--- src/rtl/reset_sequencer_if.sv ---
// Board-side signal bundle of the reset sequencer: raw lock/key/kick
// inputs towards the sequencer and the per-domain resets plus status back.
interface reset_sequencer_if #(
    parameter int NCH = 4
);
    logic           pll_locked;
    logic           ext_rst_n;
    logic           wdt_kick;
    logic [NCH-1:0] rst_out;
    logic           sys_ready;
    logic           wdt_fired;

    // Board / top-level side: drives the raw inputs, observes the resets.
    modport master (
        output pll_locked, ext_rst_n, wdt_kick,
        input  rst_out, sys_ready, wdt_fired
    );

    // Sequencer side.
    modport slave (
        input  pll_locked, ext_rst_n, wdt_kick,
        output rst_out, sys_ready, wdt_fired
    );
endinterface

--- src/rtl/reset_sequencer.sv ---
// Multi-channel power-on / fault reset sequencer.
// Holds NCH reset domains asserted until the PLL is locked and the debounced
// board key has been released for HOLD_CYCLES, then releases channel 0 first
// and each further channel STAGE_GAP cycles later. Loss of lock or a key
// press re-asserts every channel and restarts the sequence.
// Optional build macro RESET_SEQ_WDT_EN adds a RUN-state watchdog that forces
// a resequence after WDT_CYCLES edges without wdt_kick and sets a sticky
// wdt_fired flag; without it wdt_kick is ignored and wdt_fired is 0.
module reset_sequencer #(
    parameter int NCH         = 4,
    parameter int HOLD_CYCLES = 32,
    parameter int STAGE_GAP   = 16,
    parameter int DEBOUNCE    = 1024,
    parameter int WDT_CYCLES  = 65536
) (
    input  logic              clk,
    input  logic              reset,
    reset_sequencer_if.slave  bus
);

    localparam int HOLD_W = (HOLD_CYCLES > 1) ? $clog2(HOLD_CYCLES) : 1;
    localparam int GAP_W  = (STAGE_GAP   > 1) ? $clog2(STAGE_GAP)   : 1;
    localparam int CNT_W  = (HOLD_W > GAP_W) ? HOLD_W : GAP_W;
    localparam int DB_W   = (DEBOUNCE    > 1) ? $clog2(DEBOUNCE)    : 1;
    localparam int IDX_W  = (NCH         > 1) ? $clog2(NCH)         : 1;

    localparam logic [CNT_W-1:0] HOLD_LAST = CNT_W'(HOLD_CYCLES - 1);
    localparam logic [CNT_W-1:0] GAP_LAST  = CNT_W'(STAGE_GAP - 1);
    localparam logic [DB_W-1:0]  DB_LAST   = DB_W'(DEBOUNCE - 1);

    typedef enum logic [1:0] {
        S_HOLD,
        S_RELEASE,
        S_RUN
    } state_t;

    state_t           state_q, state_d;
    logic [CNT_W-1:0] cnt_q, cnt_d;
    logic [IDX_W-1:0] idx_q, idx_d;
    logic [NCH-1:0]   rst_q, rst_d;
    logic             ready_q, ready_d;

    logic lock_meta, lock_s;
    logic key_meta, key_s;
    logic [DB_W-1:0] db_cnt;
    logic btn_db;
    logic ok;
    logic wdt_trip;
    logic fault;

    // Two-flop synchronisers for the asynchronous lock and key inputs.
    always_ff @(posedge clk) begin
        // NOTE: registers are always written with <= so every flop samples
        // the pre-edge value of its neighbours, whatever the statement order.
        if (reset) begin
            lock_meta <= 1'b0;
            lock_s    <= 1'b0;
            key_meta  <= 1'b1;
            key_s     <= 1'b1;
        end else begin
            lock_meta <= bus.pll_locked;
            lock_s    <= lock_meta;
            key_meta  <= bus.ext_rst_n;
            key_s     <= key_meta;
        end
    end

    // Key debouncer: btn_db follows ~key_s once the synchronised key has
    // disagreed with it for DEBOUNCE consecutive edges; any agreement
    // (i.e. any change back) restarts the count.
    always_ff @(posedge clk) begin
        if (reset) begin
            db_cnt <= '0;
            btn_db <= 1'b0;
        end else if (~key_s != btn_db) begin
            if (db_cnt == DB_LAST) begin
                btn_db <= ~key_s;
                db_cnt <= '0;
            end else begin
                db_cnt <= db_cnt + DB_W'(1);
            end
        end else begin
            db_cnt <= '0;
        end
    end

    assign ok = lock_s & ~btn_db;

`ifdef RESET_SEQ_WDT_EN
    localparam int WDT_W = (WDT_CYCLES > 1) ? $clog2(WDT_CYCLES) : 1;
    localparam logic [WDT_W-1:0] WDT_LAST = WDT_W'(WDT_CYCLES - 1);

    logic [WDT_W-1:0] wdt_cnt;
    logic             wdt_fired_q;

    // A kick on the timeout edge wins, so the trip requires no kick.
    assign wdt_trip = (state_q == S_RUN) && !bus.wdt_kick && (wdt_cnt == WDT_LAST);

    // Watchdog: counts RUN edges since the last kick; the fired flag is sticky.
    always_ff @(posedge clk) begin
        if (reset) begin
            wdt_cnt     <= '0;
            wdt_fired_q <= 1'b0;
        end else begin
            if ((state_q != S_RUN) || bus.wdt_kick || wdt_trip) begin
                wdt_cnt <= '0;
            end else begin
                wdt_cnt <= wdt_cnt + WDT_W'(1);
            end
            if (wdt_trip) begin
                wdt_fired_q <= 1'b1;
            end
        end
    end

    assign bus.wdt_fired = wdt_fired_q;
`else
    logic unused_wdt_kick;

    assign unused_wdt_kick = bus.wdt_kick;
    assign wdt_trip        = 1'b0;
    assign bus.wdt_fired   = 1'b0;
`endif

    assign fault = ~ok | wdt_trip;

    // Sequencer state register together with its registered outputs.
    always_ff @(posedge clk) begin
        if (reset) begin
            state_q <= S_HOLD;
            cnt_q   <= '0;
            idx_q   <= '0;
            rst_q   <= '1;
            ready_q <= 1'b0;
        end else begin
            state_q <= state_d;
            cnt_q   <= cnt_d;
            idx_q   <= idx_d;
            rst_q   <= rst_d;
            ready_q <= ready_d;
        end
    end

    // Next-state and next-output logic of the release sequencer.
    always_comb begin
        // NOTE: every variable gets a default before the case so no path
        // leaves one unassigned, which would otherwise infer a latch.
        state_d = state_q;
        cnt_d   = cnt_q;
        idx_d   = idx_q;
        rst_d   = rst_q;
        ready_d = ready_q;

        case (state_q)
            S_HOLD: begin
                rst_d   = '1;
                ready_d = 1'b0;
                idx_d   = '0;
                if (!ok) begin
                    cnt_d = '0;
                end else if (cnt_q == HOLD_LAST) begin
                    cnt_d = '0;
                    if (NCH == 1) begin
                        state_d = S_RUN;
                        rst_d   = '0;
                        ready_d = 1'b1;
                    end else begin
                        state_d  = S_RELEASE;
                        rst_d[0] = 1'b0;
                    end
                end else begin
                    cnt_d = cnt_q + CNT_W'(1);
                end
            end

            S_RELEASE: begin
                if (fault) begin
                    state_d = S_HOLD;
                    cnt_d   = '0;
                    idx_d   = '0;
                    rst_d   = '1;
                    ready_d = 1'b0;
                end else if (cnt_q == GAP_LAST) begin
                    cnt_d = '0;
                    idx_d = idx_q + IDX_W'(1);
                    // Channels 0..idx+1 are released; earlier ones stay low.
                    for (int i = 0; i < NCH; i++) begin
                        if (i <= int'(idx_q) + 1) begin
                            rst_d[i] = 1'b0;
                        end
                    end
                    if (int'(idx_q) + 1 == NCH - 1) begin
                        state_d = S_RUN;
                        ready_d = 1'b1;
                    end
                end else begin
                    cnt_d = cnt_q + CNT_W'(1);
                end
            end

            S_RUN: begin
                if (fault) begin
                    state_d = S_HOLD;
                    cnt_d   = '0;
                    idx_d   = '0;
                    rst_d   = '1;
                    ready_d = 1'b0;
                end else begin
                    rst_d   = '0;
                    ready_d = 1'b1;
                end
            end

            default: begin
                state_d = S_HOLD;
                cnt_d   = '0;
                idx_d   = '0;
                rst_d   = '1;
                ready_d = 1'b0;
            end
        endcase
    end

    assign bus.rst_out   = rst_q;
    assign bus.sys_ready = ready_q;

endmodule

--- src/flat_wrapper.sv ---
// flat-port wrapper written by rule: the top's interface ports become plain ports
module reset_sequencer_flat 
#(
    parameter int NCH         = 4,
    parameter int HOLD_CYCLES = 32,
    parameter int STAGE_GAP   = 16,
    parameter int DEBOUNCE    = 1024,
    parameter int WDT_CYCLES  = 65536
)
  (clk, reset, bus_pll_locked, bus_ext_rst_n, bus_wdt_kick, bus_rst_out, bus_sys_ready, bus_wdt_fired);
  reset_sequencer_if #(.NCH(NCH)) bus_i ();
  input  logic clk;
  input  logic reset;
  input wire logic [$bits(bus_i.pll_locked)-1:0] bus_pll_locked;
  input wire logic [$bits(bus_i.ext_rst_n)-1:0] bus_ext_rst_n;
  input wire logic [$bits(bus_i.wdt_kick)-1:0] bus_wdt_kick;
  output wire logic [$bits(bus_i.rst_out)-1:0] bus_rst_out;
  output wire logic [$bits(bus_i.sys_ready)-1:0] bus_sys_ready;
  output wire logic [$bits(bus_i.wdt_fired)-1:0] bus_wdt_fired;
  assign bus_i.pll_locked = bus_pll_locked;
  assign bus_i.ext_rst_n = bus_ext_rst_n;
  assign bus_i.wdt_kick = bus_wdt_kick;
  assign bus_rst_out = bus_i.rst_out;
  assign bus_sys_ready = bus_i.sys_ready;
  assign bus_wdt_fired = bus_i.wdt_fired;
  reset_sequencer #(.NCH(NCH), .HOLD_CYCLES(HOLD_CYCLES), .STAGE_GAP(STAGE_GAP), .DEBOUNCE(DEBOUNCE), .WDT_CYCLES(WDT_CYCLES)) u_core (.clk(clk), .reset(reset), .bus(bus_i));
endmodule
--- config.mk ---
export PLATFORM = sky130hd
export DESIGN_NAME = reset_sequencer_flat
export DESIGN_NICKNAME = d
export VERILOG_FILES = /design/src/rtl/reset_sequencer_if.sv /design/src/rtl/reset_sequencer.sv /design/src/flat_wrapper.sv
export SDC_FILE = /design/constraint.sdc
export NUM_CORES = 1
export LEC_CHECK = 0
export ABC_AREA = 1
export CAP_MARGIN = 40
export CORE_MARGIN = 2
export CORE_UTILIZATION = 60
export CTS_BUF_LIST = sky130_fd_sc_hd__clkbuf_4
export DETAILED_ROUTE_END_ITERATION = 16
export GPL_TIMING_DRIVEN = 0
export PLACE_DENSITY = 0.81
export SETUP_SLACK_MARGIN = 0.05
export SYNTH_ARGS = -nofsm -noshare
export SYNTH_HDL_FRONTEND = slang
export SYNTH_SLANG_ARGS = --single-unit
--- constraint.sdc ---
create_clock -name clk -period 2 [get_ports clk]
set_input_delay 0.5 -clock clk [delete_from_list [all_inputs] [get_ports clk]]
set_output_delay 0.5 -clock clk [all_outputs]
set_load 0.05 [all_outputs]
# Yosys cells after proc, flatten, opt, wreduce, memory -nomap -nowiden
# Index checks and enable logic that the tools add are counted.
# word_totals
out_inout_bits	6
mem_bits_rw	0
latchBits	0
inputBits	5
wordCells	83
n_memories	0
register_bits	29
rom_bits	0
# op_classes
reduce_logical	10
shifts	0
bitwise	4
mul	0
div	0
n_eq_ne	16
addsub	4
mux	31
n_lt_le_gt_ge	4
# ops
cell	n
<= comparator 3 x 32 -> 1 bit (first input constant)	2
== test 32 x 3 -> 1 bit (second input constant)	1
<= comparator 1 x 32 -> 1 bit (first input constant)	1
<= comparator 2 x 32 -> 1 bit (first input constant)	1
two-way mux 5 bit	5
inequality test 3 bit (second input constant)	6
two-way mux 2 bit	8
one-hot mux 5 bit (3 select lines)	1
AND reduction 2 bit	7
two-way mux 4 bit	3
one-hot mux 4 bit (3 select lines)	1
adder 10 x 1 -> 10 bit (second input constant)	1
== test 10 bit (second input constant)	1
two-way mux 1 bit	10
one-hot mux 2 bit (3 select lines)	1
adder 5 x 1 -> 5 bit (second input constant)	1
== test 5 x 4 -> 1 bit (second input constant)	1
== test 5 bit (second input constant)	1
AND reduction 5 bit	1
inequality test 2 x 1 -> 1 bit (second input constant)	2
one-hot mux 2 bit (2 select lines)	1
adder 2 x 1 -> 3 bit (second input constant)	1
inverter 1 bit	3
OR reduction 3 bit	1
other kinds (8)	8

# Depth between registers and ports, before layout
# Gate-level depths: netlist of the first run.
# depth
depth_word	6
depth_mapped	11
mapped_depth_nobuf	11

# Least setup slack after synthesis of the first run
# No wires, ideal clock.
# synth_timing
path_type	register to register
start	register u_core.cnt_q[0]
end	register u_core.state_q[0]
path_buffers	0
path_slack_ns	0.409
arrival_time_ns	1.478
path_stages_with_launch	12
period_less_slack_ns	1.591
t_required_ns	1.887
setup_time_ns	0.113
cell_sequence	dfxtp_1 ha_1 nand2_1 nor2_1 ha_1 nor2_2 nand2_2 nand2_4 nor2_2 nand2_1 nand2_1 nor2_1
# synth_via
elab_chain_cells	3
elab_cells_between_ends	5
cone_classes	eq/ne: 4; reduce/logical: 1
# synth_rtl
item	line_no	text
start: declaration	reset_sequencer.sv:38	logic [CNT_W-1:0] cnt_q, cnt_d;
start signal: assignment	reset_sequencer.sv:137	cnt_q <= cnt_d;
== test 5 x 4 -> 1 bit or == test 5 bit (tied branches)	reset_sequencer.sv:183, reset_sequencer.sv:161	
inequality test 3 bit (no line) or inequality test 2 x 1 -> 1 bit (tied branches)	n/a	
AND reduction 5 bit (no line) *	n/a	
end signal: assignment	reset_sequencer.sv:136	state_q <= state_d;
end: declaration	reset_sequencer.sv:37	state_t state_q, state_d;
# Every way passes the cells marked *; elsewhere a longest branch is shown, timed or not.
# A chain may end at the register's enable or synchronous reset.

# Worst setup path in the final report of the first run
# layout_timing
start	register u_core.cnt_q[0]
end	register u_core.state_q[1]
# The elaborated chain is that of the path after synthesis.

==> flow_summary.ini, run 1 <==
[clock_tree]
cts_tree = done
htree_levels = 2
clk-insertion-delay-late_ns = 0.33
clock-sinks = 29
clk_pin_slew_ns = 0.10
cts_buffers = 5
clock_path_buffers = 2
clock-root-buffer = clkbuf_4

[finish]
post-route-util_pct = 69.6
drive_gt1_share_pct = 11.9
final_nets = 244
n_fill_cell = 214
antenna_cells = 0
area_delta_synth_final_pct = 11.9

[synthesis]
ys.flop_type = dfxtp_1
synth.largest_area_cell = dfxtp_1
synth_nets = 229
synth_edf_count = 0
syn_inst = 211
yosys-top-cells-count = nand2_1 (47), dfxtp_1 (29), inv_1 (29), nor2_1 (29), a21oi_1 (14)
ys_seq_elements = 29
yosysWarnings = 0
yosysUniqueCellTypes = 29
yosysMostFrequentCell = nand2_1
synth_top_area_share_pct = 38.0
netlist_area_sq_um = 1530
synth.avg_cell_area_sq_um = 7.24
ys_top_cells_by_area = dfxtp_1 (38%), nand2_1 (12%), ha_1 (11%)
synth_seq_area_share_pct = 38.0
synth_async_sr_flop_share_pct = 0

[routing]
via_per_inst = 5.11
drt-total-wl_um = 2850
drtIter0Drc = 31
drc = 0
first_pass_iters = 4
ant_nets = 0
num_vias = 1312
wire_per_inst_um = 11.1

[worst_hold_path]
hold_path.class = reg -> reg
hp-start = u_core.lock_meta

[flow_run]
maxCapViolCount = 0

[critical_path]
slowest_delay_ns = 0.38
worst-setup-path-type = reg -> reg
r2r_start = u_core.cnt_q[0]
worst-path-buf-inv = 0
cp-startpoint = u_core.cnt_q[0]
crit_slowest_cell = dfxtp_1
worstPathArrival_ns = 1.99
cp_top_family = simple AND/OR/NAND/NOR gates
critPathMostFrequentCell = nand2_1
worstSetupStartpointType = register
path_max_fanout = 6
crit_chain = ha_1 > nand2_1 > nor2_2 > ha_2 > nor2_2 > nand2_2 > nand2_4 > nor2_4 > nand2_1 > nand2_1 > nor2_1
cp_data_required_time_ns = 2.23
cp-end-kind = register

[power]
ir_drop_uv = 493
power.density_nw_per_um2 = 574
clockPowerShare_pct = 36.5
switching_share_pct = 25.4
p_switching_mw = 0.249
p_leak_nw = 0.738
pwr-share-comb_pct = 3.7
seqPwrFrac_pct = 59.7
p_int_mw = 0.732
total_power_mw = 0.981

[die]
ioPinCount = 11
dieArea_sq_um = 2970
die_w_um = 54.5
die_h_um = 54.5
core-area_sq_um = 2450
start_util_pct = 62.2
rows = 18

[placed_design]
dpl.hpwl_um = 2130
gp_congestion = 0.789
numPortBuffers = 8

[outcome]
status = finished, final reports clean

[global_route]
antenna_found_initial = 0
gr-usage-all-layers_pct = 22.2
grt_max_degree = 12
gr-total-overflow = 0
grt_pass1_vias = 1163
grt_pass1_wl_um = 4690

[sta]
whs_ns = 0.408
fin_crit_sh_pct = 88.0
timing.fmax_mhz = 568
hold_violations = 0
rsz0062_at_grt = false
fin_crit_ns = 1.76
slew_violations = 0
setup_tns_ns = 0
skew_ns = 0.00735
setup_viol = 0
worstMarginPinSlew_ns = 0.509
max-slew-margin-rel_pct = 66.2
==> cell families after synthesis <==
family | share of synthesized area, %
AO/OA/AOI/OAI | 9.58
XOR/XNOR | 2.29
flip-flops | 38.0
buffers and inverters | 9.66
AND/OR/NAND/NOR | 29.6
other | 0.245
adder cells (fa/ha/maj) | 10.6
==> through the flow <==
stage | setup slack, ns | instance area, sq um | instances
2_1_floorplan | 0.409 | 1530 | 211
3_3_place_gp | 0.126 | 1650 | 249
3_5_place_dp | 0.0902 | 1650 | 249
4_1_cts | 0.0969 | 1700 | 257
5_1_grt | 0.0636 | 1710 | 257
6_report | 0.241 | 1710 | 257
==> cell type report <==
| cell class | count | area [sq um] | share of cell area (%) |
|---|---|---|---|
| multi-input combinational | 146 | 810 | 47.4 |
| sequential | 29 | 581 | 34.0 |
| inverter | 33 | 125 | 7.32 |
| tap | 30 | 37.5 | 2.20 |
| clock buffer | 5 | 37.5 | 2.20 |
| clock inverter | 3 | 22.5 | 1.32 |
| buffer | 3 | 22.5 | 1.32 |
| timing repair buffer | 8 | 73.8 | 4.32 |
==> power groups by stage <==
stage	Combinational (mW)	Sequential [mW]	Clock (mW)
floorplan	0.0253	0.598	0
global placement	0.0357	0.599	0
detailed placement	0.0367	0.599	0
CTS	0.0368	0.586	0.362
global route	0.0414	0.587	0.385
finish	0.0365	0.586	0.358
==> flip-flops by register name, indices dropped and copies added, names as in the netlist <==
signal / flops
u_core.key_meta: 1
u_core.state_q: 2
u_core.lock_s: 1
u_core.bus.sys_ready: 1
u_core.btn_db: 1
u_core.lock_meta: 1
u_core.cnt_q: 5
u_core.idx_q: 2
u_core.db_cnt: 10
u_core.key_s: 1
u_core.bus.rst_out: 4
==> tightest hold or removal path, delay by kind of cell, from the launching register on <==
kind / cells / cell delay [ns]
DFF: 1 / 0.31
and+or+nand+nor: 1 / 0.03
buffers and inverters: 1 / 0.04
==> repair_timing <==
| item | in CTS | in global routing |
|---|---|---|
| buffers inserted | 0 | 0 |
| endpoints found under the setup margin | 5 | 2 |
| hold buffers | 0 | 0 |
| pin swaps | 0 | 0 |
| gates resized for setup | 5 | 3 |
==> layout by cell type, fill, tap and decap left out, types with 3 or more instances in the layout <==
cell type and n:
a21oi_1 14, o21ai_0 7, clkinvlp_4 3, dfxtp_1 29, inv_1 29, clkbuf_4 5, nor2_4 3, nand3_1 10
dlygate4sd2_1 5, nor2_1 28, ha_1 12, clkdlybuf4s50_1 3, xor2_1 3, nand2_1 47, nor3_1 4
==> metal layers <==
metal | part of all wire (%) | global-route usage [%] | vias up
li1 | - | - | 692
met1 | 46 | 27.2 | 587
met2 | 48 | 37.1 | 25
met3 | 4.1 | 5.19 | 8
met4 | 1.6 | 9.17 | 0
met5 | 0 | 0 | -
==> worst paths after layout <==
check	end	slack, ns	depth (start not counted)
setup / recovery	u_core.state_q[1]	0.24	11
hold / removal	u_core.lock_s	0.41	2
setup reg to reg	u_core.state_q[1]	0.24	11
hold reg to reg	u_core.lock_s	0.41	2
Power figures use the tool's default switching activity.
==> run 2: changes to the inputs <==
CAP_MARGIN = 15   (was 40)
==> results of run 2 <==
Final layout, timing and power as in run 1 (identical DEF).
==> run 3: changes to the inputs <==
CORE_UTILIZATION = 40   (was 60)
PLACE_DENSITY = unset   (was 0.81)
==> flow_summary.ini, run 3 (synthesis results as in run 1) <==
[routing]
ant_nets = 0
drc = 0
first_pass_iters = 4
dr_wl_met2_um = 1250
num_vias = 1230
drt-total-wl_um = 2720
drtIter0Drc = 40
via_per_inst = 4.49
wl_met3_um = 86
wire_per_inst_um = 9.94
top_layer = met4
met1_length_um = 1320

[critical_path]
critPathMostFrequentCell = nand2_1
cp_data_required_time_ns = 2.23
crit_slowest_cell = dfxtp_1
worstPathArrival_ns = 1.94
cp-end-kind = register
worst-setup-path-type = reg -> reg
slowest_delay_ns = 0.38
worstSetupStartpointType = register
worst-path-buf-inv = 0
crit_chain = ha_2 > nand2_1 > nor2_4 > ha_2 > nor2_2 > nand2_2 > nand2_4 > nor2_4 > nand2_1 > nand2_1 > nor2_1
path_max_fanout = 6
cp_top_family = simple AND/OR/NAND/NOR gates

[placed_design]
gp_congestion = 0.804
placed_cells = 267
dpl.hpwl_um = 2020
numPortBuffers = 8

[power]
switching_share_pct = 22.6
ir_drop_uv = 361
p_leak_nw = 0.741
p_int_mw = 0.737
seqPwrFrac_pct = 61.5
clockPowerShare_pct = 34.7
p_switching_mw = 0.215
power.density_nw_per_um2 = 551
pwr-share-comb_pct = 3.8

[die]
die_w_um = 65.8
core-area_sq_um = 3660
rows = 22
start_util_pct = 41.7
ioPinCount = 11
dieArea_sq_um = 4330
die_h_um = 65.8

[finish]
drive_gt1_share_pct = 11.5
fin_cells = 274
layout.area.seq_sq_um = 581
top_register = u_core.db_cnt
final_common_cell = nand2_1
final_cell_mix = nand2_1 (47), inv_1 (29), dfxtp_1 (29)
largest_reg_flops = 10
multi_input_area_sq_um = 817
final_nets = 244
antenna_cells = 0
n_fill_cell = 387
area_delta_synth_final_pct = 13.1

[sta]
hold_violations = 0
fin_crit_ns = 1.71
skew_ns = 0.00357
setup_tns_ns = 0
rsz0062_at_grt = false
slew_violations = 0
setup_viol = 0
fin_crit_sh_pct = 85.6
timing.fmax_mhz = 584

[clock_tree]
clock-root-buffer = clkbuf_4
cts_tree = done
hold_buffers = 0
clk_pin_slew_ns = 0.08
clock_path_buffers = 2
clock-sinks = 29
cts_buffers = 5
clk-insertion-delay-late_ns = 0.33
htree_levels = 2

[worst_hold_path]
hold_path.class = reg -> reg

[outcome]
status = finished, final reports clean

[global_route]
antenna_found_initial = 0
grt_pass1_vias = 1154
gr-total-overflow = 0
grt_pass1_wl_um = 4910
grt_max_degree = 11
gr-usage-all-layers_pct = 15.3

[flow_run]
maxCapViolCount = 0
-- run 3: changes by cell type in the layout (fill, tap and decap cells not counted), sizes merged --
cell and delta:
clkinv +1, clkinvlp -3, clkbuf +1
-- run 3: path summary, 6_finish.rpt --
check | start | endpoint | cells past startpoint | slack, ns
worst min register to register | u_core.lock_meta | u_core.lock_s | 2 | 0.41
worst max-delay path | u_core.cnt_q[0] | u_core.state_q[0] | 11 | 0.29
worst max register to register | u_core.cnt_q[0] | u_core.state_q[0] | 11 | 0.29
worst min-delay path | u_core.lock_meta | u_core.lock_s | 2 | 0.41
-- run 3: final cells by class --
| cell class | instances | area share, % |
|---|---|---|
| sequential | 29 | 33.6 |
| clock inverter | 1 | 0.217 |
| multi-input combinational | 146 | 47.3 |
| clock buffer | 6 | 2.61 |
| tap | 48 | 3.48 |
| timing repair buffer | 8 | 4.27 |
| inverter | 33 | 7.24 |
| buffer | 3 | 1.30 |
-- run 3: worst register-to-register path: stages, from the launching register on --
cell     delay, ns
dfxtp_1       0.38
ha_2          0.21
nand2_1       0.09
nor2_4        0.13
ha_2          0.21
nor2_2        0.06
nand2_2       0.15
nand2_4       0.08
nor2_4        0.14
nand2_1       0.06
nand2_1       0.06
nor2_1        0.04
-- run 3: what timing repair did --
item,4_1_cts,5_1_grt
pin swaps,0,0
setup buffers,0,0
resized for setup,5,5
endpoints found under the setup margin,5,5
hold endpoints to repair,0,0
-- run 3: power by group through the flow --
stage                     Sequential, mW  Clock [mW]  Combinational (mW)
after floorplan                    0.598           0              0.0253
after global placement             0.599           0              0.0372
after detailed placement           0.599           0              0.0372
after CTS                          0.586       0.350              0.0371
after global routing               0.587       0.380              0.0410
final                              0.586       0.330              0.0365
-- run 3: per-layer routing --
layer | vias to the layer above | GRT usage, %
met5 | - | 0
met4 | 0 | 9.90
met3 | 7 | 4.60
met2 | 12 | 24.6
met1 | 530 | 17.6
li1 | 681 | -
-- run 3: per-stage QoR --
stage               instance area [sq um]  hold WS, ns  util (%)  setup slack, ns  total power, mW
CTS                                  1710        0.413      46.7           0.0768            0.972
global route                         1730        0.429      47.2            0.104             1.01
finish                               1730        0.410      47.2            0.288            0.952
floorplan                            1530        0.388         -            0.409            0.624
global placement                     1670        0.397      45.6           0.0435            0.636
detailed placement                   1670        0.397      45.6           0.0292            0.636
